## config.mk

```make
export PLATFORM = sky130hd
export DESIGN_NAME = controller_poller_flat
export DESIGN_NICKNAME = d
export VERILOG_FILES = /design/src/rtl/controller_poller_if.sv /design/src/rtl/controller_poller.sv /design/src/flat_wrapper.sv
export SDC_FILE = /design/constraint.sdc
export NUM_CORES = 1
export LEC_CHECK = 0
export CORE_ASPECT_RATIO = 1.5
export CORE_MARGIN = 2
export CORE_UTILIZATION = 50
export CTS_BUF_LIST = sky130_fd_sc_hd__clkbuf_4
export CTS_CLUSTER_SIZE = 16
export DETAILED_ROUTE_END_ITERATION = 8
export PLACE_DENSITY_LB_ADDON = 0.3
export SETUP_SLACK_MARGIN = 0.1
export SYNTH_ARGS = -nofsm -noshare
export SYNTH_HDL_FRONTEND = slang
export SYNTH_SLANG_ARGS = --single-unit
export TNS_END_PERCENT = 1
```

## constraint.sdc

```tcl
create_clock -name clk -period 4.1 [get_ports clk]
set_input_delay 0.615 -clock clk [delete_from_list [all_inputs] [get_ports clk]]
set_output_delay 0.615 -clock clk [all_outputs]
set_load 0.02 [all_outputs]
```

## src/rtl/controller_poller_if.sv

```systemverilog
// Pad-side signal bundle for one NES-style gamepad poller.
// master = the poller, slave = the pad / MMIO consumer.
interface controller_poller_if #(
  parameter int NUM_BITS = 8
);
  logic                ctrl_data;
  logic                ctrl_latch;
  logic                ctrl_clk;
  logic [NUM_BITS-1:0] buttons;
  logic                valid;
  logic                busy;

  modport master (
    input  ctrl_data,
    output ctrl_latch, ctrl_clk, buttons, valid, busy
  );

  modport slave (
    output ctrl_data,
    input  ctrl_latch, ctrl_clk, buttons, valid, busy
  );
endinterface

```

## src/rtl/controller_poller.sv

```systemverilog
// Periodically latches an NES-style pad, shifts out its button bits and
// publishes them active-high with a one-cycle valid strobe.
module controller_poller #(
  parameter int HALF_CYCLES = 150,
  parameter int NUM_BITS    = 8,
  parameter int POLL_CYCLES = 416667
) (
  input  logic                   clk,
  input  logic                   reset,
  controller_poller_if.master    pad
);

  localparam int PHASE_W = $clog2(2 * HALF_CYCLES) > 0 ? $clog2(2 * HALF_CYCLES) : 1;
  localparam int TIMER_W = $clog2(POLL_CYCLES) > 0 ? $clog2(POLL_CYCLES) : 1;
  localparam int IDX_W   = $clog2(NUM_BITS) > 0 ? $clog2(NUM_BITS) : 1;

  localparam logic [2:0] S_IDLE  = 3'd0;
  localparam logic [2:0] S_LATCH = 3'd1;
  localparam logic [2:0] S_LOW   = 3'd2;
  localparam logic [2:0] S_HIGH  = 3'd3;
  localparam logic [2:0] S_DONE  = 3'd4;

  logic [2:0]          state_q, state_d;
  logic [PHASE_W-1:0]  phase_q, phase_d;
  logic [TIMER_W-1:0]  timer_q;
  logic [IDX_W-1:0]    idx_q, idx_d;
  logic [NUM_BITS-1:0] shift_q, shift_d;
  logic [NUM_BITS-1:0] buttons_q;
  logic [1:0]          sync_q;
  logic                latch_q, sclk_q, busy_q, valid_q;

  logic data_sync;
  logic timer_term;
  logic phase_last;

  assign data_sync  = sync_q[1];
  assign timer_term = (timer_q == TIMER_W'(POLL_CYCLES - 1));
  assign phase_last = (state_q == S_LATCH) ? (phase_q == PHASE_W'(2 * HALF_CYCLES - 1))
                                           : (phase_q == PHASE_W'(HALF_CYCLES - 1));

  // NOTE: every always_comb output gets a default first so no path leaves it unassigned (no latch).
  always_comb begin
    state_d = state_q;
    idx_d   = idx_q;
    shift_d = shift_q;
    unique case (state_q)
      S_IDLE:  if (timer_term) state_d = S_LATCH;
      S_LATCH: if (phase_last) state_d = S_LOW;
      S_LOW: begin
        if (phase_last) begin
          // Pad data is active-low; store it as pressed = 1.
          shift_d[idx_q] = ~data_sync;
          state_d        = (idx_q == IDX_W'(NUM_BITS - 1)) ? S_DONE : S_HIGH;
        end
      end
      S_HIGH: begin
        if (phase_last) begin
          idx_d   = idx_q + 1'b1;
          state_d = S_LOW;
        end
      end
      S_DONE:  state_d = S_IDLE;
      default: state_d = S_IDLE;
    endcase
    if (state_d == S_LATCH && state_q != S_LATCH) idx_d = '0;
    phase_d = (state_d != state_q) ? '0 : phase_q + 1'b1;
  end

  // NOTE: sequential state uses non-blocking assignments so every flop samples pre-edge values.
  always_ff @(posedge clk or posedge reset) begin
    if (reset) begin
      sync_q  <= 2'b11;
      timer_q <= '0;
      state_q <= S_IDLE;
      phase_q <= '0;
      idx_q   <= '0;
      shift_q <= '0;
    end else begin
      sync_q  <= {sync_q[0], pad.ctrl_data};
      timer_q <= timer_term ? '0 : timer_q + 1'b1;
      state_q <= state_d;
      phase_q <= phase_d;
      idx_q   <= idx_d;
      shift_q <= shift_d;
    end
  end

  // Outputs are registered from next-state so they line up with the state they decode.
  always_ff @(posedge clk or posedge reset) begin
    if (reset) begin
      latch_q   <= 1'b0;
      sclk_q    <= 1'b0;
      busy_q    <= 1'b0;
      valid_q   <= 1'b0;
      buttons_q <= '0;
    end else begin
      latch_q <= (state_d == S_LATCH);
      sclk_q  <= (state_d == S_HIGH);
      busy_q  <= (state_d != S_IDLE);
      valid_q <= (state_q == S_DONE);
      if (state_q == S_DONE) buttons_q <= shift_q;
    end
  end

  assign pad.ctrl_latch = latch_q;
  assign pad.ctrl_clk   = sclk_q;
  assign pad.busy       = busy_q;
  assign pad.valid      = valid_q;
  assign pad.buttons    = buttons_q;

endmodule

```

## src/flat_wrapper.sv

```systemverilog
// flat-port wrapper written by rule: the top's interface ports become plain ports
module controller_poller_flat 
#(
  parameter int HALF_CYCLES = 150,
  parameter int NUM_BITS    = 8,
  parameter int POLL_CYCLES = 416667
)
  (clk, reset, pad_ctrl_data, pad_ctrl_latch, pad_ctrl_clk, pad_buttons, pad_valid, pad_busy);
  controller_poller_if #(.NUM_BITS(NUM_BITS)) pad_i ();
  input  logic clk;
  input  logic reset;
  input wire logic [$bits(pad_i.ctrl_data)-1:0] pad_ctrl_data;
  output wire logic [$bits(pad_i.ctrl_latch)-1:0] pad_ctrl_latch;
  output wire logic [$bits(pad_i.ctrl_clk)-1:0] pad_ctrl_clk;
  output wire logic [$bits(pad_i.buttons)-1:0] pad_buttons;
  output wire logic [$bits(pad_i.valid)-1:0] pad_valid;
  output wire logic [$bits(pad_i.busy)-1:0] pad_busy;
  assign pad_i.ctrl_data = pad_ctrl_data;
  assign pad_ctrl_latch = pad_i.ctrl_latch;
  assign pad_ctrl_clk = pad_i.ctrl_clk;
  assign pad_buttons = pad_i.buttons;
  assign pad_valid = pad_i.valid;
  assign pad_busy = pad_i.busy;
  controller_poller #(.HALF_CYCLES(HALF_CYCLES), .NUM_BITS(NUM_BITS), .POLL_CYCLES(POLL_CYCLES)) u_core (.clk(clk), .reset(reset), .pad(pad_i));
endmodule
```

==> metrics, run 1 <==
number of diodes=0; Worst EP arrival=2.80 ns; Total Power=807 µW; simple logic cell fraction of the synthesized area=0.182; Vias/cell=5.67; Yosys cell types=50; Setup WS pre-CTS=1.62 ns; 1st-pass router iterations=4; initial antenna violation count=0; unrepaired setup endpoints after global routing=false; top layer in use=met4; num rows=33; CTS Hold Bufs=0; IO buf count=14; Synth area leader=dfrtp_1; worst path required time=4.41 ns; met1 wire length=2.03 mm; Fin. Hold Viols=0; slew at the pin closest to its max-slew limit=0.892 ns; WHS=0.366 ns; mux contribution to synthesized area=0.0800; Setup violations, final=0; fillcell total=473; crit end category=register; register area share after synthesis=0.510; pwr dens=269 nW/µm²; Root Driver=clkbuf_4; die width=64.6 µm; H-Tree Depth=2; fmax=0.403 GHz; DRC=0; CTS clk-pin slew, worst paths=0.15 ns; syn_nets=255; die height=94.9 µm; Synth area leaders=dfrtp_1 (49%), mux2i_1 (4.7%), xnor2_1 (3.5%), a211oi_1 (3.3%), mux2_2 (3.3%); Mean Syn Cell Area=11.1 µm²; startpoint types=register; GRT Resource Usage Total=0.172; CP startpoint=u_core.state_q[2]; combinational share of power=0.016; CP max FO=20; clk sink count=56; DP Wirelength=3.43 mm; slew margin rel.=0.405; final wirelength=4.81 mm; Async SR Flop Fraction=1.00; Leak=0.00121 µW; Post-synth EDFFs=0; Max Buffers Root-to-Sink=2; Max Slew Vio Count=0; Gate Count Post-Synth=247; Post-Synth XOR/XNOR Area=0.0668; post-synthesis compound-gate area fraction=0.0990; Worst-Skew Late Latency=0.37 ns; first-pass GRT wire length=8.24 mm; register area=1400 µm²; Final Worst Setup Slack=1.62 ns; CTS tree=yes; DR vias=1,872; synth cell count leaders=dfrtp_1 (54), inv_1 (16), nor2_1 (16); nets@finish=267; Avg WL per Cell=14.6 µm; largest net degree at the start of global routing=45; WL met2=2.61 mm; layout cells sized above 1=0.115; # IOs=15; area grow syn2layout=8.81%; HP Start=u_core.sync_q[0]; NetSw=178 µW; post-cts sizing count=0; yosys warns=0; multi-input gate area in the final layout=1240 µm²; routability cong.=0.798; Max-cap violations=0; WL met3=109 µm; final setup TNS=0 ns; power share of the sequential group=0.689; Tightest Hold Check Type=register to register; count of state elements after synthesis=56; Inserted Clock Buffers=5; VDD IR max=0.000194 V; WHS Path Cells=0; Die ar.=6130 µm²; Sw Ratio=0.220; Post CTS Setup Buffer Count=0; Detail Route Antenna Nets=0; Starting Density=0.509; Synth top area share=0.491; Final Skew=0.00997 ns; R2R Path Start=u_core.state_q[2]; gr ovfl total=0; Clk pwr share=0.295; main combinational cell family by area after synthesis=simple AND/OR/NAND/NOR gates; vias in the first global route=1,844; Synth Area in Adders=0.0227; worst setup path class=register to register; Core Util, Final=0.554; most common cell in the synthesized netlist=dfrtp_1; Tcrit/Tclk final=0.605; Core ar.=5410 µm²; drt initial violations=88; ys flop type=dfrtp_1; Post-Syn Area=2750 µm²; outcome=complete, no violations; post-route minimum period=2.48 ns; FF-to-FF path depth=4; internal cell power=629 µW
==> critical path, stage by stage (launching register included) <==
cell and delay, ns:
dfrtp_1 0.77, nor3b_2 0.10, nand4b_1 0.61, a2111oi_0 0.70, mux2i_1 0.23
==> layout by cell type (no fill, tap or decap), types with 2 or more instances in the layout <==
cell type	netlist	routed
clkdlybuf4s50_1	0	14
a211oi_1	12	12
xnor2_1	11	11
nand3b_1	2	2
dfrtp_1	54	54
a211oi_2	2	2
and4bb_2	2	2
nor3_1	3	3
ha_1	5	5
mux2_2	8	8
a2111oi_0	3	3
or3_1	2	2
nand3_1	9	9
or4_1	3	3
nand4b_1	2	2
inv_1	16	15
and2_1	4	4
o21ai_0	8	8
nor2_1	16	16
a21oi_1	5	5
nor4_1	5	5
dfstp_2	2	2
nand2_1	9	9
nand4_1	9	9
and4_1	2	2
xor2_1	10	10
clkbuf_4	0	6
mux2i_1	13	13
==> power by group through the flow <==
stage / clock network, µW / logic, µW / registers [µW]
5_1_grt: 269 / 16.0 / 556
2_1_floorplan: 0 / 9.17 / 565
3_5_place_dp: 0 / 14.0 / 566
6_report: 238 / 13.1 / 556
4_1_cts: 249 / 14.1 / 556
3_3_place_gp: 0 / 13.9 / 566
==> cell type report <==
cell class | instances | share of cell area
clock buffer | 6 | 0.0150
clock inverter | 2 | 0.00376
inverter | 16 | 0.0200
multi-input combinational | 165 | 0.414
sequential | 56 | 0.468
tap | 70 | 0.0292
timing repair buffer | 15 | 0.0493
==> per-layer routing <==
layer | GRT usage | vias to the layer above
met3 | 0.0322 | 4
met4 | 0.0638 | 0
li1 | - | 914
met2 | 0.312 | 28
met5 | 0 | -
met1 | 0.200 | 926
==> cells by family after synthesis <==
logic type	count (synthesis)
flip-flops	56
multiplexers	21
AND/OR/NAND/NOR	82
XOR/XNOR	21
adder cells (fa/ha/maj)	5
buffers and inverters	26
AO/OA/AOI/OAI	36
==> flip-flops by register name, indices dropped and copies added (netlist names) <==
signal,count
u_core.idx_q,3
u_core.pad.busy,1
u_core.pad.buttons,8
u_core.pad.ctrl_clk,1
u_core.pad.ctrl_latch,1
u_core.pad.valid,1
u_core.phase_q,9
u_core.shift_q,8
u_core.state_q,3
u_core.sync_q,2
u_core.timer_q,19
==> path summary, 6_finish.rpt <==
path	to	slack, ns
setup reg to reg	u_core.shift_q[5]	1.62
hold reg to reg	u_core.sync_q[1]	0.37
min in group asynchronous	u_core.pad.buttons[1]	0.73
max in group asynchronous	u_core.timer_q[10]	2.66
hold / removal	u_core.sync_q[1]	0.37
setup / recovery	u_core.shift_q[5]	1.62
==> stage by stage <==
step	std cells	area, µm²
3_3_place_gp	322	2940
3_5_place_dp	322	2940
6_report	330	3000
5_1_grt	330	3000
4_1_cts	330	3000
2_1_floorplan	247	2750
No activity file was read; power rests on OpenSTA's default activity.
==> run 2, diff against run 1 <==
- clock period: 4.1 -> 2.4 ns (I/O delays scaled with it)
==> run 2 against run 1 <==
Global-route usage up 0.65 points. Non-clock buffer count up 6. Via count down 0.75%. Combinational power up 92%. Critical path type unchanged. Critical endpoint is now u_core.idx_q[0]. Largest cell class unchanged.
==> metrics, run 2 (synthesized netlist as in run 1, its figures left out) <==
outcome=complete, no violations; post-route minimum period=2.08 ns; met1 wire length=2.14 mm; Vias/cell=5.53; initial antenna violation count=0; Post-Layout Cell Count=336; VDD IR max=0.000406 V; most common cell after layout, fill and taps aside=dfrtp_1; worst path required time=2.70 ns; CTS clk-pin slew, worst paths=0.17 ns; final wirelength=4.80 mm; die height=94.9 µm; Max-cap violations=0; largest net degree at the start of global routing=57; unrepaired setup endpoints after global routing=false; Post CTS Setup Buffer Count=0; Sw Ratio=0.227; final setup TNS=0 ns; layout cells sized above 1=0.135; area grow syn2layout=10.9%; gr ovfl total=0; CP startpoint=u_core.phase_q[2]; dpl cells=328; DP Wirelength=3.37 mm; CP max-delay cell=dfrtp_1; drt initial violations=90; first-pass GRT wire length=8.54 mm; Worst EP arrival=2.38 ns; DRC=0; # IOs=15; slew margin rel.=0.661; most frequent cells in the layout=dfrtp_1 (54), nor2_1 (16), inv_1 (15); Leak=0.00124 µW; CTS tree=yes; pwr dens=451 nW/µm²; Slowest Stage Delay on Critical Path=0.47 ns; startpoint types=register; FF-to-FF path depth=5; top layer in use=met4; clk sink count=56; R2R Path Start=u_core.phase_q[2]; CP Cell Sequence=and4bb_2 > nand4_1 > buf_4 > a211oi_2 > mux2i_1; Clk pwr share=0.293; routability cong.=0.829; vias in the first global route=1,912; Max Buffers Root-to-Sink=2; Detail Route Antenna Nets=0; CP max FO=9; Final Skew=0.0220 ns; Starting Density=0.509; Fin. Hold Viols=0; power share of the sequential group=0.689; Setup violations, final=0; Regs by FF count=u_core.timer_q: 19 flops, u_core.phase_q: 9 flops; WHS=0.314 ns; combinational share of power=0.018; Die ar.=6130 µm²; slew at the pin closest to its max-slew limit=0.496 ns; Inserted Clock Buffers=5; Core ar.=5410 µm²; number of diodes=0; IO buf count=14; WL met2=2.50 mm; WL met3=62 µm; nets@finish=273; Largest register FFs=19; 1st-pass router iterations=4; NetSw=313 µW; Tightest Hold Check Type=input pin to async pin; die width=64.6 µm; CTS Hold Bufs=0; Total Power=1380 µW; Core Util, Final=0.565; num rows=33; internal cell power=1060 µW; DR vias=1,858; Tcrit/Tclk final=0.867; R2R Setup Slk=0.32 ns; post-cts sizing count=0; Avg WL per Cell=14.3 µm; Max Slew Vio Count=0; Root Driver=clkbuf_4; crit end category=register; H-Tree Depth=2; GRT Resource Usage Total=0.178; worst setup path class=register to register; Largest Register=u_core.timer_q; Worst-Skew Late Latency=0.38 ns; fmax=0.481 GHz
## run 2: area by class of cell
cell class              instances  area, µm²
clock buffers                   5       37.5
clock inverters                 3       18.8
fillers                       473       2350
inverters                      16       60.1
multi-input cells             165       1240
flip-flops and latches         56       1400
well taps                      70       87.6
repair buffers                 21        205
## run 2: power groups by stage
stage          clock network (µW)  logic (µW)  registers, µW
4_1_cts                       422        27.1            949
5_1_grt                       450        29.9            950
3_5_place_dp                    0        27.2            967
3_3_place_gp                    0        26.7            967
2_1_floorplan                   0        15.7            965
6_report                      403        25.1            949
## run 2: final timing paths
| path | to |
|---|---|
| min in group clk | u_core.sync_q[1] |
| max in group asynchronous | u_core.sync_q[0] |
| worst min-delay path | u_core.pad.buttons[6] |
| worst min register to register | u_core.sync_q[1] |
| worst max-delay path | u_core.idx_q[0] |
| worst max register to register | u_core.idx_q[0] |
## run 2: through the flow
step           area, µm²  worst slack (ns)
2_1_floorplan       2750             0.672
3_3_place_gp        3000             0.358
3_5_place_dp        3000             0.315
4_1_cts             3050             0.284
5_1_grt             3060             0.123
6_report            3060             0.320
## run 2: worst max-delay path, delay by kind of cell (launching register included)
kind	cells	cell delay, ns
simple gates	2	0.62
flops	1	0.47
compound gates	1	0.39
buf+inv	1	0.29
mux	1	0.23
## run 2: routing by layer
metal | up-vias | global-route usage
li1 | 925 | -
met1 | 915 | 0.213
met2 | 11 | 0.314
met3 | 7 | 0.0322
met4 | 0 | 0.0727
met5 | - | 0
